### src/rtl/wb_master_burst_pkg.sv
// wb_defs: FSM state encodings and completion status codes
// shared by the Wishbone burst initiator and its interface.
package wb_defs;

  typedef enum logic [1:0] {
    IDLE  = 2'd0,
    FETCH = 2'd1,
    XFER  = 2'd2,
    DRAIN = 2'd3
  } state_e;

  localparam logic [1:0] STS_OK      = 2'd0;
  localparam logic [1:0] STS_BUS_ERR = 2'd1;
  localparam logic [1:0] STS_TIMEOUT = 2'd2;

endpackage

### src/rtl/wb_master_burst_if.sv
// wb_master_burst_if: command, write/read streams, status and
// Wishbone bus. master = initiator side, slave = environment side.
interface wb_master_burst_if #(
  parameter int DATA_WIDTH   = 32,
  parameter int ADDR_WIDTH   = 16,
  parameter int SELECT_WIDTH = DATA_WIDTH / 8,
  parameter int LEN_WIDTH    = 8
);
  import wb_defs::*;

  logic [ADDR_WIDTH-1:0]   cmd_addr;
  logic [LEN_WIDTH-1:0]    cmd_len;
  logic                    cmd_we;
  logic [SELECT_WIDTH-1:0] cmd_sel;
  logic                    cmd_valid;
  logic                    cmd_ready;

  logic [DATA_WIDTH-1:0]   wr_data;
  logic                    wr_valid;
  logic                    wr_ready;

  logic [DATA_WIDTH-1:0]   rd_data;
  logic                    rd_valid;
  logic                    rd_ready;

  logic                    done_o;
  logic [1:0]              sts_o;
  logic                    busy_o;

  logic [ADDR_WIDTH-1:0]   adr_o;
  logic [DATA_WIDTH-1:0]   dat_o;
  logic [SELECT_WIDTH-1:0] sel_o;
  logic                    we_o;
  logic                    stb_o;
  logic                    cyc_o;
  logic [DATA_WIDTH-1:0]   dat_i;
  logic                    ack_i;
  logic                    err_i;

  modport master (
    input  cmd_addr, cmd_len, cmd_we, cmd_sel,
    input  cmd_valid, wr_data, wr_valid, rd_ready,
    input  dat_i, ack_i, err_i,
    output cmd_ready, wr_ready, rd_data, rd_valid,
    output done_o, sts_o, busy_o,
    output adr_o, dat_o, sel_o, we_o, stb_o, cyc_o
  );

  modport slave (
    output cmd_addr, cmd_len, cmd_we, cmd_sel,
    output cmd_valid, wr_data, wr_valid, rd_ready,
    output dat_i, ack_i, err_i,
    input  cmd_ready, wr_ready, rd_data, rd_valid,
    input  done_o, sts_o, busy_o,
    input  adr_o, dat_o, sel_o, we_o, stb_o, cyc_o
  );

endinterface

### src/rtl/wb_master_burst.sv
// wb_master_burst: Wishbone classic burst initiator, one cyc per command.
// Ports: clk, rst (sync, active-high), bus (wb_master_burst_if.master).
module wb_master_burst
  import wb_defs::*;
#(
  parameter int DATA_WIDTH   = 32,
  parameter int ADDR_WIDTH   = 16,
  parameter int SELECT_WIDTH = DATA_WIDTH / 8,
  parameter int LEN_WIDTH    = 8,
  parameter int TIMEOUT      = 255
) (
  input  logic                  clk,
  input  logic                  rst,
  wb_master_burst_if.master     bus
);

  localparam int TW =
    (TIMEOUT > 0) ? $clog2(TIMEOUT + 1) : 1;

  state_e                  state_q, state_d;
  logic                    init_q;
  logic [ADDR_WIDTH-1:0]   adr_q, adr_d;
  logic [DATA_WIDTH-1:0]   dat_q, dat_d;
  logic [DATA_WIDTH-1:0]   rdat_q, rdat_d;
  logic [SELECT_WIDTH-1:0] sel_q, sel_d;
  logic                    we_q, we_d;
  logic [LEN_WIDTH-1:0]    cnt_q, cnt_d;
  logic [TW-1:0]           to_q, to_d;
  logic                    done_q, done_d;
  logic [1:0]              sts_q, sts_d;

  always_ff @(posedge clk) begin
    if (rst) begin
      state_q <= IDLE;
      init_q  <= 1'b0;
      adr_q   <= '0;
      dat_q   <= '0;
      rdat_q  <= '0;
      sel_q   <= '0;
      we_q    <= 1'b0;
      cnt_q   <= '0;
      to_q    <= '0;
      done_q  <= 1'b0;
      sts_q   <= STS_OK;
    end else begin
      state_q <= state_d;
      init_q  <= 1'b1;
      adr_q   <= adr_d;
      dat_q   <= dat_d;
      rdat_q  <= rdat_d;
      sel_q   <= sel_d;
      we_q    <= we_d;
      cnt_q   <= cnt_d;
      to_q    <= to_d;
      done_q  <= done_d;
      sts_q   <= sts_d;
    end
  end

  always_comb begin
    state_d = state_q;
    adr_d   = adr_q;
    dat_d   = dat_q;
    rdat_d  = rdat_q;
    sel_d   = sel_q;
    we_d    = we_q;
    cnt_d   = cnt_q;
    to_d    = to_q;
    done_d  = 1'b0;
    sts_d   = sts_q;
    unique case (state_q)
      IDLE: begin
        if (init_q && bus.cmd_valid) begin
          adr_d   = bus.cmd_addr;
          cnt_d   = bus.cmd_len;
          we_d    = bus.cmd_we;
          sel_d   = bus.cmd_sel;
          to_d    = '0;
          state_d = bus.cmd_we ? FETCH : XFER;
        end
      end
      FETCH: begin
        if (bus.wr_valid) begin
          dat_d   = bus.wr_data;
          to_d    = '0;
          state_d = XFER;
        end
      end
      XFER: begin
        // err_i has priority over a simultaneous ack_i
        if (bus.err_i) begin
          state_d = IDLE;
          done_d  = 1'b1;
          sts_d   = STS_BUS_ERR;
        end else if (bus.ack_i) begin
          adr_d = adr_q + ADDR_WIDTH'(SELECT_WIDTH);
          if (!we_q) begin
            rdat_d  = bus.dat_i;
            state_d = DRAIN;
          end else if (cnt_q == '0) begin
            state_d = IDLE;
            done_d  = 1'b1;
            sts_d   = STS_OK;
          end else begin
            cnt_d   = cnt_q - LEN_WIDTH'(1);
            state_d = FETCH;
          end
        end else begin
          // abort on the TIMEOUT-th strobe cycle without response
          to_d = to_q + TW'(1);
          if (TIMEOUT != 0 && to_d == TW'(TIMEOUT)) begin
            state_d = IDLE;
            done_d  = 1'b1;
            sts_d   = STS_TIMEOUT;
          end
        end
      end
      DRAIN: begin
        if (bus.rd_ready) begin
          if (cnt_q == '0) begin
            state_d = IDLE;
            done_d  = 1'b1;
            sts_d   = STS_OK;
          end else begin
            cnt_d   = cnt_q - LEN_WIDTH'(1);
            to_d    = '0;
            state_d = XFER;
          end
        end
      end
      default: state_d = IDLE;
    endcase
  end

  assign bus.cmd_ready = init_q && (state_q == IDLE);
  assign bus.wr_ready  = (state_q == FETCH);
  assign bus.rd_valid  = (state_q == DRAIN);
  assign bus.rd_data   = rdat_q;
  assign bus.done_o    = done_q;
  assign bus.sts_o     = sts_q;
  assign bus.busy_o    = (state_q != IDLE);
  assign bus.adr_o     = adr_q;
  assign bus.dat_o     = dat_q;
  assign bus.sel_o     = sel_q;
  assign bus.we_o      = we_q;
  assign bus.stb_o     = (state_q == XFER);
  assign bus.cyc_o     = (state_q != IDLE);

endmodule

### src/flat_wrapper.sv
// flat-port wrapper written by rule: the top's interface ports become plain ports
module wb_master_burst_flat import wb_defs::*;
#(
  parameter int DATA_WIDTH   = 32,
  parameter int ADDR_WIDTH   = 16,
  parameter int SELECT_WIDTH = DATA_WIDTH / 8,
  parameter int LEN_WIDTH    = 8,
  parameter int TIMEOUT      = 255
)
  (clk, rst, bus_cmd_addr, bus_cmd_len, bus_cmd_we, bus_cmd_sel, bus_cmd_valid, bus_wr_data, bus_wr_valid, bus_rd_ready, bus_dat_i, bus_ack_i, bus_err_i, bus_cmd_ready, bus_wr_ready, bus_rd_data, bus_rd_valid, bus_done_o, bus_sts_o, bus_busy_o, bus_adr_o, bus_dat_o, bus_sel_o, bus_we_o, bus_stb_o, bus_cyc_o);
  wb_master_burst_if #(.DATA_WIDTH(DATA_WIDTH), .ADDR_WIDTH(ADDR_WIDTH), .SELECT_WIDTH(SELECT_WIDTH), .LEN_WIDTH(LEN_WIDTH)) bus_i ();
  input  logic clk;
  input  logic rst;
  input wire logic [$bits(bus_i.cmd_addr)-1:0] bus_cmd_addr;
  input wire logic [$bits(bus_i.cmd_len)-1:0] bus_cmd_len;
  input wire logic [$bits(bus_i.cmd_we)-1:0] bus_cmd_we;
  input wire logic [$bits(bus_i.cmd_sel)-1:0] bus_cmd_sel;
  input wire logic [$bits(bus_i.cmd_valid)-1:0] bus_cmd_valid;
  input wire logic [$bits(bus_i.wr_data)-1:0] bus_wr_data;
  input wire logic [$bits(bus_i.wr_valid)-1:0] bus_wr_valid;
  input wire logic [$bits(bus_i.rd_ready)-1:0] bus_rd_ready;
  input wire logic [$bits(bus_i.dat_i)-1:0] bus_dat_i;
  input wire logic [$bits(bus_i.ack_i)-1:0] bus_ack_i;
  input wire logic [$bits(bus_i.err_i)-1:0] bus_err_i;
  output wire logic [$bits(bus_i.cmd_ready)-1:0] bus_cmd_ready;
  output wire logic [$bits(bus_i.wr_ready)-1:0] bus_wr_ready;
  output wire logic [$bits(bus_i.rd_data)-1:0] bus_rd_data;
  output wire logic [$bits(bus_i.rd_valid)-1:0] bus_rd_valid;
  output wire logic [$bits(bus_i.done_o)-1:0] bus_done_o;
  output wire logic [$bits(bus_i.sts_o)-1:0] bus_sts_o;
  output wire logic [$bits(bus_i.busy_o)-1:0] bus_busy_o;
  output wire logic [$bits(bus_i.adr_o)-1:0] bus_adr_o;
  output wire logic [$bits(bus_i.dat_o)-1:0] bus_dat_o;
  output wire logic [$bits(bus_i.sel_o)-1:0] bus_sel_o;
  output wire logic [$bits(bus_i.we_o)-1:0] bus_we_o;
  output wire logic [$bits(bus_i.stb_o)-1:0] bus_stb_o;
  output wire logic [$bits(bus_i.cyc_o)-1:0] bus_cyc_o;
  assign bus_i.cmd_addr = bus_cmd_addr;
  assign bus_i.cmd_len = bus_cmd_len;
  assign bus_i.cmd_we = bus_cmd_we;
  assign bus_i.cmd_sel = bus_cmd_sel;
  assign bus_i.cmd_valid = bus_cmd_valid;
  assign bus_i.wr_data = bus_wr_data;
  assign bus_i.wr_valid = bus_wr_valid;
  assign bus_i.rd_ready = bus_rd_ready;
  assign bus_i.dat_i = bus_dat_i;
  assign bus_i.ack_i = bus_ack_i;
  assign bus_i.err_i = bus_err_i;
  assign bus_cmd_ready = bus_i.cmd_ready;
  assign bus_wr_ready = bus_i.wr_ready;
  assign bus_rd_data = bus_i.rd_data;
  assign bus_rd_valid = bus_i.rd_valid;
  assign bus_done_o = bus_i.done_o;
  assign bus_sts_o = bus_i.sts_o;
  assign bus_busy_o = bus_i.busy_o;
  assign bus_adr_o = bus_i.adr_o;
  assign bus_dat_o = bus_i.dat_o;
  assign bus_sel_o = bus_i.sel_o;
  assign bus_we_o = bus_i.we_o;
  assign bus_stb_o = bus_i.stb_o;
  assign bus_cyc_o = bus_i.cyc_o;
  wb_master_burst #(.DATA_WIDTH(DATA_WIDTH), .ADDR_WIDTH(ADDR_WIDTH), .SELECT_WIDTH(SELECT_WIDTH), .LEN_WIDTH(LEN_WIDTH), .TIMEOUT(TIMEOUT)) u_core (.clk(clk), .rst(rst), .bus(bus_i));
endmodule
### config.mk
export PLATFORM = sky130hd
export DESIGN_NAME = wb_master_burst_flat
export DESIGN_NICKNAME = d
export VERILOG_FILES = /design/src/rtl/wb_master_burst_pkg.sv /design/src/rtl/wb_master_burst_if.sv /design/src/rtl/wb_master_burst.sv /design/src/flat_wrapper.sv
export SDC_FILE = /design/constraint.sdc
export NUM_CORES = 1
export LEC_CHECK = 0
export ABC_AREA = 1
export CAP_MARGIN = 20
export CORE_MARGIN = 4
export CORE_UTILIZATION = 44
export CTS_CLUSTER_DIAMETER = 30
export DETAILED_ROUTE_END_ITERATION = 7
export PLACE_DENSITY = 0.81
export SYNTH_ARGS = -nofsm -noshare
export SYNTH_HDL_FRONTEND = slang
export SYNTH_SLANG_ARGS = --single-unit
### constraint.sdc
create_clock -name clk -period 2.1 [get_ports clk]
set_input_delay 0.42 -clock clk [delete_from_list [all_inputs] [get_ports clk]]
set_output_delay 0.42 -clock clk [all_outputs]
set_load 0.05 [all_outputs]
==> metrics.yaml <==
crit_family: "buffers and inverters"
path_clk_slew_ns: 0.09
multiInputGateArea_sq_um: 2350
p_per_area_nw_per_um2: 775
critPathKind: "reg -> out"
timing.final.ws_setup_ns: 0.0532
cts_max_level: 3
worst-path-buf-inv: 1
initial_core_util: 0.450
maxCapViolCount: 0
fin_area_sq_um: 7170
clk_latency_ns: 0.39
avgSynthCellArea_sq_um: 7.13
yosysWarningCount: 0
syn_inst: 684
clock.fmax_mhz: 489
drive_above_1_share: 0.0803
final_cell_mix: "clkdlybuf4s50_1, nand2_1, nor2_1"
regToRegSetupSlack_ns: 0.23
critPathSlowestCell: "clkdlybuf4s50_1"
die_area_sq_um: 12800
antenna_found_initial: 0
clockBufferDepth: 2
dr.pass1.iters: 5
crit_fanout: 5
hold_class: "reg -> reg"
final-hold-violation-count: 0
cts_setup_buffers: 0
ir_drop_v: 0.000462
skew_ns: 0.0124
vias: 5284
grt-ovfl-total: 0
drtAntennaViolNets: 0
mostFrequentLayoutCell: "clkdlybuf4s50_1"
place_area_sq_um: 6990
wl_mm: 15.0
leakagePower_uw: 0.00275
fin_tns_setup_ns: 0
final-setup-viol-count: 0
register_area_sq_um: 2140
yosysSeqAreaShare: 0.439
hold_ws_ns: 0.467
portBuffers: 193
io_pins: 194
drc: 0
critPathLaunchType: "flip-flop"
die_height_um: 113
outcome: "complete, no violations"
nets: 973
cpPeakStageDelay_ns: 0.83
worstMarginPinSlew_ns: 0.657
grt.total_usage: 0.232
coreArea_sq_um: 10800
drt-wirelength-per-cell_um: 14.9
relSlewSlack: 0.562
synth_area_sq_um: 4870
grt_pass1_wl_mm: 24.3
synth_cell_types: 36
first_iter_violations: 395
viasPerCell: 5.22
fin_crit_ns: 2.05
fin_util: 0.661
gp_congestion: 0.904
drv_slew: 0
cts_sinks: 107
crit_chain: "clkdlybuf4s50_1"
area_delta_synth_final_pct: 47.0
endpoint_kind: "output pin"
die_w_um: 113
critical_path_required_ns: 1.68
dp_hpwl_mm: 11.2
worstPathArrival_ns: 1.63
rows: 38
root_buffer: "clkbuf_8"
rsz0062_at_grt: "false"
fill_cells: 915
dp_slack_ns: 0.0657
final.period_utilization: 0.975
syn_nets: 789
cts_tree: "yes"
grt_max_degree: 57
antennaDiodeCount: 0
numCtsBuffers: 9
yosys_register_bits: 107
grt_pass1_vias: 5246
## cells in the mapped netlist, drive strengths merged
| cell | n | area share |
|---|---|---|
| clkbuf | 25 | 0.019 |
| inv | 52 | 0.041 |
| nor3 | 7 | 0.010 |
| nor2 | 119 | 0.095 |
| o31ai | 1 | 0.0015 |
| dfxtp | 107 | 0.44 |
| nand4 | 10 | 0.013 |
| a221oi | 3 | 0.0092 |
| buf | 13 | 0.018 |
| nor3b | 1 | 0.0026 |
| or2 | 3 | 0.0039 |
| o21bai | 2 | 0.0031 |
| o21ai | 71 | 0.073 |
| nor4 | 2 | 0.0026 |
| o211ai | 6 | 0.0092 |
| a31oi | 3 | 0.0039 |
| o22ai | 3 | 0.0039 |
| a21oi | 59 | 0.061 |
| xor2 | 2 | 0.0036 |
| nand3 | 51 | 0.053 |
| ha | 5 | 0.013 |
| a211oi | 6 | 0.012 |
| nand2 | 133 | 0.11 |
## routing by layer
layer | vias up | routed length, um | GRT usage | part of all wire
met5 | - | 0 | 0 | 0
met4 | 0 | 589 | 0.119 | 0.039
met3 | 50 | 1350 | 0.0802 | 0.089
met2 | 217 | 7140 | 0.391 | 0.47
met1 | 2393 | 5970 | 0.259 | 0.40
li1 | 2624 | - | - | -
## worst paths after layout
check                           start             endpoint  cells past startpoint
hold reg to reg   u_core.bus.dat_o[8]  u_core.bus.dat_o[8]                      2
hold / removal    u_core.bus.dat_o[8]  u_core.bus.dat_o[8]                      2
setup / recovery  u_core.bus.adr_o[4]         bus_adr_o[4]                      1
setup reg to reg       u_core.to_q[1]  u_core.bus.sts_o[0]                     10
## stage by stage
step                cells  power [uW]
finish               1012        5550
CTS                  1012        5580
global route         1012        5860
detailed placement    997        4430
global placement      997        4370
floorplan             684        3700
## power by group
group,internal (uW),switching [uW],total [uW]
sequential,2210,151,2360
clock,451,708,1160
combinational,765,1260,2030
total,3430,2120,5550
## state kept, by name (all words and copies together), names as in the netlist
signal              cells
u_core.bus.adr_o       16
u_core.bus.dat_o       32
u_core.bus.done_o       1
u_core.bus.rd_data     32
u_core.bus.sel_o        4
u_core.bus.sts_o        2
u_core.bus.we_o         1
u_core.cnt_q            8
u_core.init_q           1
u_core.state_q          2
u_core.to_q             8
## kinds of logic (layout without fill, tap and decap cells)
family | Yosys count | count (layout) | synth area share
DFF | 107 | 107 | 0.439
buffers and inverters | 90 | 278 | 0.0783
and+or+nand+nor | 326 | 326 | 0.289
AOI/OAI and AO/OA | 154 | 154 | 0.177
xor gates and xnor gates | 2 | 2 | 0.00359
adders and majority gates | 5 | 5 | 0.0128
## what timing repair did
action,4_1_cts,5_1_grt
resized for setup,0,7
endpoints found under the setup margin,0,5
hold buffers,0,0
## final cells by class
class | count | share of cell area
inverter | 52 | 0.0279
sequential | 107 | 0.299
tap | 140 | 0.0244
timing repair buffer | 211 | 0.297
multi-input combinational | 487 | 0.328
clock inverter | 5 | 0.00419
clock buffer | 10 | 0.0192
Note: power is estimated with default switching activity, not from simulation.
